File: src/rtl/mem_port_arbiter.sv
// mem_port_arbiter: one single-port synchronous RAM shared by the fetch
// and data ports, one transaction in flight, data-first with a starve guard.
module mem_port_arbiter #(
    parameter int unsigned MEM_LAT    = 1,
    parameter int unsigned STARVE_MAX = 4
) (
    input  logic        clk,
    input  logic        rst,
    input  logic        if_req_valid,
    output logic        if_req_ready,
    input  logic [31:0] if_req_addr,
    output logic        if_rsp_valid,
    output logic [31:0] if_rsp_data,
    input  logic        d_req_valid,
    output logic        d_req_ready,
    input  logic [31:0] d_req_addr,
    input  logic        d_req_we,
    input  logic [3:0]  d_req_be,
    input  logic [31:0] d_req_wdata,
    output logic        d_rsp_valid,
    output logic [31:0] d_rsp_data,
    output logic        mem_en,
    output logic [3:0]  mem_we,
    output logic [31:0] mem_addr,
    output logic [31:0] mem_wdata,
    input  logic [31:0] mem_rdata
);

    typedef enum logic [1:0] {IDLE, ISSUE, WAIT, RESP} state_t;

    state_t      state_q;
    logic [3:0]  starve_q;
    logic [1:0]  wait_q;
    logic        own_d_q;
    logic        we_q;
    logic        mem_en_q;
    logic [3:0]  mem_we_q;
    logic [31:0] mem_addr_q;
    logic [31:0] mem_wdata_q;
    logic        if_rsp_valid_q;
    logic [31:0] if_rsp_data_q;
    logic        d_rsp_valid_q;
    logic [31:0] d_rsp_data_q;

    logic force_if;
    logic d_win;
    logic if_win;
    logic unused_addr;

    // Byte offset bits never reach the word-addressed RAM.
    assign unused_addr = ^{if_req_addr[1:0], d_req_addr[1:0]};

    assign force_if = if_req_valid && (starve_q == 4'(STARVE_MAX));
    assign d_win    = (state_q == IDLE) && d_req_valid && !force_if;
    assign if_win   = (state_q == IDLE) && if_req_valid && !d_win;

    assign if_req_ready = if_win;
    assign d_req_ready  = d_win;
    assign if_rsp_valid = if_rsp_valid_q;
    assign if_rsp_data  = if_rsp_data_q;
    assign d_rsp_valid  = d_rsp_valid_q;
    assign d_rsp_data   = d_rsp_data_q;
    assign mem_en       = mem_en_q;
    assign mem_we       = mem_we_q;
    assign mem_addr     = mem_addr_q;
    assign mem_wdata    = mem_wdata_q;

    always_ff @(posedge clk) begin
        if (rst) begin
            state_q        <= IDLE;
            starve_q       <= '0;
            wait_q         <= '0;
            own_d_q        <= 1'b0;
            we_q           <= 1'b0;
            mem_en_q       <= 1'b0;
            mem_we_q       <= '0;
            mem_addr_q     <= '0;
            mem_wdata_q    <= '0;
            if_rsp_valid_q <= 1'b0;
            if_rsp_data_q  <= '0;
            d_rsp_valid_q  <= 1'b0;
            d_rsp_data_q   <= '0;
        end else begin
            if_rsp_valid_q <= 1'b0;
            d_rsp_valid_q  <= 1'b0;
            unique case (state_q)
                IDLE: begin
                    if (!if_req_valid || if_win) begin
                        starve_q <= '0;
                    end else if (d_win && starve_q != 4'(STARVE_MAX)) begin
                        starve_q <= starve_q + 4'd1;
                    end
                    if (d_win) begin
                        own_d_q     <= 1'b1;
                        we_q        <= d_req_we;
                        mem_en_q    <= 1'b1;
                        mem_addr_q  <= {d_req_addr[31:2], 2'b00};
                        mem_we_q    <= d_req_we ? d_req_be : 4'b0000;
                        mem_wdata_q <= d_req_wdata;
                        state_q     <= ISSUE;
                    end else if (if_win) begin
                        own_d_q     <= 1'b0;
                        we_q        <= 1'b0;
                        mem_en_q    <= 1'b1;
                        mem_addr_q  <= {if_req_addr[31:2], 2'b00};
                        mem_we_q    <= 4'b0000;
                        mem_wdata_q <= '0;
                        state_q     <= ISSUE;
                    end
                end
                ISSUE: begin
                    mem_en_q    <= 1'b0;
                    mem_we_q    <= '0;
                    mem_addr_q  <= '0;
                    mem_wdata_q <= '0;
                    if (own_d_q && we_q) begin
                        d_rsp_valid_q <= 1'b1;
                        d_rsp_data_q  <= '0;
                        state_q       <= RESP;
                    end else begin
                        wait_q  <= 2'(MEM_LAT - 1);
                        state_q <= WAIT;
                    end
                end
                WAIT: begin
                    if (wait_q == 2'd0) begin
                        if (own_d_q) begin
                            d_rsp_valid_q <= 1'b1;
                            d_rsp_data_q  <= mem_rdata;
                        end else begin
                            if_rsp_valid_q <= 1'b1;
                            if_rsp_data_q  <= mem_rdata;
                        end
                        state_q <= RESP;
                    end else begin
                        wait_q <= wait_q - 2'd1;
                    end
                end
                RESP: begin
                    state_q <= IDLE;
                end
                default: begin
                    state_q <= IDLE;
                end
            endcase
        end
    end

endmodule

File: config.mk
export PLATFORM = sky130hd
export DESIGN_NAME = mem_port_arbiter
export DESIGN_NICKNAME = d
export VERILOG_FILES = /design/src/rtl/mem_port_arbiter.sv
export SDC_FILE = /design/constraint.sdc
export NUM_CORES = 1
export LEC_CHECK = 0
export CORE_ASPECT_RATIO = 0.75
export CORE_UTILIZATION = 36
export DETAILED_ROUTE_END_ITERATION = 8
export PLACE_DENSITY_LB_ADDON = 0.3
export REMOVE_ABC_BUFFERS = 1
export SLEW_MARGIN = 30
export SYNTH_ARGS = -nofsm -noshare
export SYNTH_HDL_FRONTEND = slang
export SYNTH_SLANG_ARGS = --single-unit
File: constraint.sdc
create_clock -name clk -period 1.6 [get_ports clk]
set_input_delay 0.48 -clock clk [delete_from_list [all_inputs] [get_ports clk]]
set_output_delay 0.48 -clock clk [all_outputs]
set_load 0.01 [all_outputs]
* Word level (Yosys, flattened, before mapping)
Cells that the tools add are included.
** Word-level totals
- Flip-flop bits (word level) :: 145
- Word-level logic and storage cells :: 89
- Input bits :: 137
** Operators by class
- Muxes and demuxes :: 35
- Bitwise logic cells :: 3
- Reduce and logical (&&, ||, !) cells :: 25
- Equal/unequal tests :: 11
- $add $sub $neg :: 2
** Operators by type and width (count)
- $mux 32 :: 7
- $pmux 32 s2 :: 3
- $mux 4 :: 5
- $mux 1 :: 10
- $mux 2 :: 5
- $ne 2x2->1 const B :: 5
- $pmux 2 s4 :: 1
- $pmux 4 s2 :: 1
- $reduce_and 2->1 :: 4
- $reduce_bool 2->1 :: 4
- $logic_and 1x1->1 :: 7
- $reduce_and 3->1 :: 2
- $add 4x1->4 const B :: 1
- $eq 2x2->1 const B :: 2
- $eq 4x3->1 const B :: 1
- $logic_not 2->1 :: 2
- $ne 4x3->1 const B :: 1
- $pmux 1 s2 :: 2
- $pmux 2 s2 :: 1
- $reduce_and 4->1 :: 1
- $logic_not 1->1 :: 3
- $ne 3x3->1 const B :: 1
- $not 1->1 :: 3
- $reduce_or 3->1 :: 1
- other kinds (3) :: 3

* Logic depth before layout (Yosys ltp)
- Depth in word-level cells :: 9
- Depth in mapped cells :: 8
- Mapped depth without buffers :: 7

* Worst setup path before layout
No wires, ideal clock.
- Path kind :: register to output
- Start :: register starve_q[0]
- End :: output port if_req_ready
- Data required time :: 1120 ps
- Path buffers :: 1
- Cell stages (with the launch flop) :: 8
- Arrival time :: 1306 ps
- Setup slack :: -186 ps
- Cells stage by stage :: dfxtp_1 > inv_1 > ha_1 > nand4b_1 > nand3_2 > inv_1 > buf_2 > nor2_1
** On the way
- Longest elaborated chain between the ends :: 6
** Ends and longest elaborated chain
- from (decl) :: line 32 : logic [3:0] starve_q;
- from (signal assigned) :: line 91 : starve_q <= starve_q + 4'd1;
- $eq 4x3->1 :: line 53 : assign force_if = if_req_valid && (starve_q == 4'(STARVE_MAX));
- $logic_and 1x1->1 :: line 53
- $logic_not 1->1 :: line 54 : assign d_win = (state_q == IDLE) && d_req_valid && !force_if;
- $logic_and 1x1->1 :: line 54
- net d_req_ready :: line 15 : output logic d_req_ready,
- $logic_not 1->1 :: line 55 : assign if_win = (state_q == IDLE) && if_req_valid && !d_win;
- $logic_and 1x1->1 :: line 55
- to (decl) :: line 10 : output logic if_req_ready,
The timed path passes the listed nets, and every way through them passes these cells.

* Worst setup path in the final report
- Start :: register starve_q[0]
- End :: register mem_wdata_q[22], in the netlist mem_wdata[22]
** On the way
- Longest elaborated chain between the ends :: 8
** Ends and longest elaborated chain
- $eq 4x3->1 * :: line 53
- $logic_and 1x1->1 * :: line 53
- $logic_not 1->1 * :: line 54
- $logic_and 1x1->1 * :: line 54
- $logic_not 1->1 :: line 55
- $logic_and 1x1->1 :: line 55
- $ne 3x3->1 (no source line)
- $reduce_and 2->1 (no source line)
- to (signal assigned) :: line 99 : mem_wdata_q <= d_req_wdata;
- to (decl) :: line 39 : logic [31:0] mem_wdata_q;
Mark *: on every way between the ends. The rest lies on a longest branch, timed or not.
A chain may end at the register's enable or synchronous reset.

==> metrics.log <==
INFO  metric die_x = 142 um
INFO  metric die_height = 107 um
INFO  metric dr_wl_met2 = 10700 um
INFO  metric crit_path_kind = reg2reg
INFO  metric synth_top_cell_by_area = sky130_fd_sc_hd__dfxtp_1
INFO  metric io_buffer_count = 267
INFO  metric status = finished with violations
INFO  metric critical_path_required = 1.96 ns
INFO  metric setup_violation_total_in_the_final_timing_report = 110
INFO  metric finalSetupTns = -22.64 ns
INFO  metric timing.reg2reg.worst_path_depth = 12
INFO  metric slew-limit-headroom = 61.5%
INFO  metric drtPass1Iterations = 4
INFO  metric routed_wirelength = 20900 um
INFO  metric timing.fmax = 0.509 GHz
INFO  metric yosys_warnings = 0
INFO  metric pin_count = 274
INFO  metric estimated_wirelength_of_the_detail_placed_design = 12200 um
INFO  metric timing.final.crit_share = 123%
INFO  metric most_frequent_cell_after_synthesis = sky130_fd_sc_hd__dfxtp_1
INFO  metric grt_start_max_net_pins = 52
INFO  metric synth_top_cells_by_area = sky130_fd_sc_hd__dfxtp_1 54%, sky130_fd_sc_hd__a21oi_1 6.4%, sky130_fd_sc_hd__nor2_1 5.5%
INFO  metric layout_setup_ws = -0.365 ns
INFO  metric hold_slack = 0.452 ns
INFO  metric grt_setup_unrepaired = true
INFO  metric ys_seq_elements = 143
INFO  metric synth-seq-area-share = 54.0%
INFO  metric synth_cells = 590
INFO  metric leakage = 4.42 nW
INFO  metric antenna_cells_inserted = 0
INFO  metric cap_violations = 0
INFO  metric root_buffer = sky130_fd_sc_hd__clkbuf_16
INFO  metric cts_tree = built
INFO  metric clock_path_buffers = 2
INFO  metric areaGrowthSynthToFinish = 98.0%
INFO  metric drive_above_1_share = 30.4%
INFO  metric fin_nets = 1060
INFO  metric top_signal_layer_used = met4
INFO  metric globalRoute.totalOverflow = 0
INFO  metric cell_repeated_most_along_the_worst_path = sky130_fd_sc_hd__buf_6
INFO  metric initialDrtViolationCount = 251
INFO  metric detailedPlace.worstSlack = -0.807 ns
INFO  metric timing_max_transition_violations_final = 0
INFO  metric final.setup_skew = 0.00895 ns
INFO  metric clkTransAtPathRegs = 0.06 ns
INFO  metric initial_utilization = 36.8%
INFO  metric cp_data_arrival_time = 2.32 ns
INFO  metric regToRegEndpoint = mem_wdata[22]
INFO  metric cts.sinks = 143
INFO  metric hold_violations = 0
INFO  metric power_density_of_the_placed_cells = 1710 nW/um^2
INFO  metric post_drt_wl_per_cell = 18.5 um
INFO  metric worst-slew-pin-transition = 0.578 ns
INFO  metric yosys.area.top_type_share = 54.0%
INFO  metric drt.antenna.violating_nets = 0
INFO  metric floorplan.rows = 38
INFO  metric first_pass_grt_wire_length = 30600 um
INFO  metric vias = 5860
INFO  metric finalWeightedCongestion = 0.833
INFO  metric vias_in_the_first_global_route = 5884
INFO  metric ys.flop_type = sky130_fd_sc_hd__dfxtp_1
INFO  metric dieArea = 15200 um^2
INFO  metric largest_fanout_of_any_net_on_the_critical_path = 6
INFO  metric met1_length = 8400 um
INFO  metric met3_wirelength = 1510 um
INFO  metric grt_usage = 26.2%
INFO  metric cts-buffers-inserted = 17
INFO  metric critical-path-slowest-cell = sky130_fd_sc_hd__dfxtp_2
INFO  metric cts-htree-levels = 4
INFO  metric min_from = if_rsp_data[0]
INFO  metric timing.critical_path.to_type = register
INFO  metric irDropWorstVdd = 1190 uV
INFO  metric count_of_unresolved_drc_violations_after_routing = 0
INFO  metric synth_enable_flop_cells = 0
INFO  metric start_kind = register
INFO  metric hold_depth = 2
INFO  metric avg_synthesized_cell_area = 8.99 um^2
INFO  metric async_flop_share = 0%
INFO  metric number_of_antenna_violations_at_the_first_check_in_global_routing = 0
INFO  metric viasPerCell = 5.19
INFO  metric regToRegStartpoint = starve_q[0]
INFO  metric coreArea = 14400 um^2
INFO  metric violations_in_the_final_reports = negative setup slack
INFO  metric worst_hold_check_path_type = reg2reg
INFO  metric synth.cells.most_frequent = 143 x sky130_fd_sc_hd__dfxtp_1, 77 x sky130_fd_sc_hd__nor2_1, 68 x sky130_fd_sc_hd__a21oi_1, 68 x sky130_fd_sc_hd__nand2_1, 33 x sky130_fd_sc_hd__a22oi_1
INFO  metric worstPathCellList = inv_2 > ha_4 > nand4b_1 > nand3_2 > buf_4 > buf_6 > buf_6 > buf_6 > nor3_4 > buf_6 > clkbuf_16 > a22o_1
INFO  metric clk-insertion-delay-late = 0.42 ns
INFO  metric r2r_setup_slack = -0.36 ns
INFO  metric ys_types = 39
INFO  metric slowest_delay = 0.33 ns
INFO  metric hold_end = if_rsp_data[0]
INFO  metric period_needed = 1.96 ns
INFO  metric fillCellCount = 1026
INFO  metric cell_area_after_synthesis = 5300 um^2
-- worst max-delay path by stage --
stage	depth (start not counted)	start	endpoint
CTS	7	starve_q[1]	d_req_ready
floorplan	6	state_q[0]	mem_addr[10]
global placement	6	if_req_valid	mem_we[0]
detailed placement	6	if_req_valid	if_req_ready
global route	12	starve_q[0]	mem_wdata[6]
finish	12	starve_q[0]	mem_wdata[22]
-- layer usage --
layer / up-vias / GRT usage (%)
li1: 2746 / -
met1: 2849 / 31.2
met2: 235 / 45.0
met3: 30 / 7.59
met4: 0 / 9.29
met5: - / 0
-- registers in the layout, indices dropped and copies added (netlist names) --
name / count
we_q: 1
mem_we: 4
if_rsp_valid: 1
state_q: 2
mem_addr: 30
d_rsp_valid: 1
own_d_q: 1
mem_wdata: 32
if_rsp_data: 32
wait_q: 2
d_rsp_data: 32
mem_en: 1
starve_q: 4
-- layout by cell type (no fill, tap or decap), types with 3 or more instances in the layout --
master                              n
sky130_fd_sc_hd__dlygate4sd2_1    122
sky130_fd_sc_hd__nor3_1            30
sky130_fd_sc_hd__clkbuf_16         21
sky130_fd_sc_hd__clkdlybuf4s50_1  130
sky130_fd_sc_hd__a22o_1            32
sky130_fd_sc_hd__buf_4             31
sky130_fd_sc_hd__nor2_2            12
sky130_fd_sc_hd__nor4_1            15
sky130_fd_sc_hd__nand3_1            6
sky130_fd_sc_hd__buf_12            14
sky130_fd_sc_hd__clkbuf_2           3
sky130_fd_sc_hd__a22oi_2           32
sky130_fd_sc_hd__buf_8              5
sky130_fd_sc_hd__nor4_2            14
sky130_fd_sc_hd__a32o_1             4
sky130_fd_sc_hd__buf_6             25
sky130_fd_sc_hd__a21oi_1           33
sky130_fd_sc_hd__nand2b_1           6
sky130_fd_sc_hd__bufinv_16          3
sky130_fd_sc_hd__nand2_1           53
sky130_fd_sc_hd__ha_4               4
sky130_fd_sc_hd__a21oi_4            4
sky130_fd_sc_hd__dfxtp_1          136
sky130_fd_sc_hd__buf_16            11
sky130_fd_sc_hd__clkinv_4           3
sky130_fd_sc_hd__nor2_4            15
sky130_fd_sc_hd__nand4b_1           3
sky130_fd_sc_hd__clkdlybuf4s15_1    9
sky130_fd_sc_hd__dfxtp_2            7
sky130_fd_sc_hd__inv_1              4
sky130_fd_sc_hd__a21oi_2           31
sky130_fd_sc_hd__nor2_1            51
sky130_fd_sc_hd__inv_2              5
sky130_fd_sc_hd__nand2_2            6
sky130_fd_sc_hd__nand2_4            9
-- final cells by class --
type	instances	area [um^2]	area share, %
Clock buffer	20	457	4.35
Tap cell	200	250	2.38
Multi-Input combinational cell	389	2940	28.0
Sequential cell	143	2870	27.4
Inverter	9	33.8	0.322
Timing Repair Buffer	356	3780	36.1
Clock inverter	12	159	1.51
-- per-stage QoR --
stage | cells | utilization [%] | power, mW | area (um^2)
finish | 1129 | 72.9 | 18.0 | 10500
global placement | 1043 | 57.9 | 10.4 | 8340
floorplan | 541 | - | 7.30 | 5050
detailed placement | 1045 | 58.1 | 10.6 | 8360
global route | 1129 | 72.9 | 18.8 | 10500
CTS | 1119 | 69.0 | 16.6 | 9940
-- power by group --
part,total [mW],switching [mW],internal (mW)
Clock,4.11,1.56,2.55
Sequential,4.79,0.493,4.30
Combinational,9.07,4.47,4.60
-- what timing repair did --
item | in CTS | in global routing
pin swaps | 63 | 60
gates cloned | 14 | 5
buffers inserted | 29 | 15
setup endpoints to repair | 270 | 144
hold buffers | 0 | 0
resized for setup | 278 | 120
-- worst max-delay path, delay by kind of cell, from the launching register on --
kind | cells | cell delay, ns
buffers and inverters | 7 | 0.88
AND/OR/NAND/NOR | 3 | 0.39
flip-flops | 1 | 0.33
adder cells (fa/ha/maj) | 1 | 0.16
AO/OA/AOI/OAI | 1 | 0.14
-- kinds of logic (layout without fill, tap and decap cells) --
logic type	count (synthesis)	count (layout)	synth area share, %
AOI/OAI and AO/OA	146	146	18.3
adders and majority gates	7	7	1.65
buffers and inverters	59	397	5.36
DFF	143	143	54.0
muxes	1	1	0.189
other	1	2	0.0707
and+or+nand+nor	233	233	20.4
Note: power is estimated with default switching activity, not from simulation.
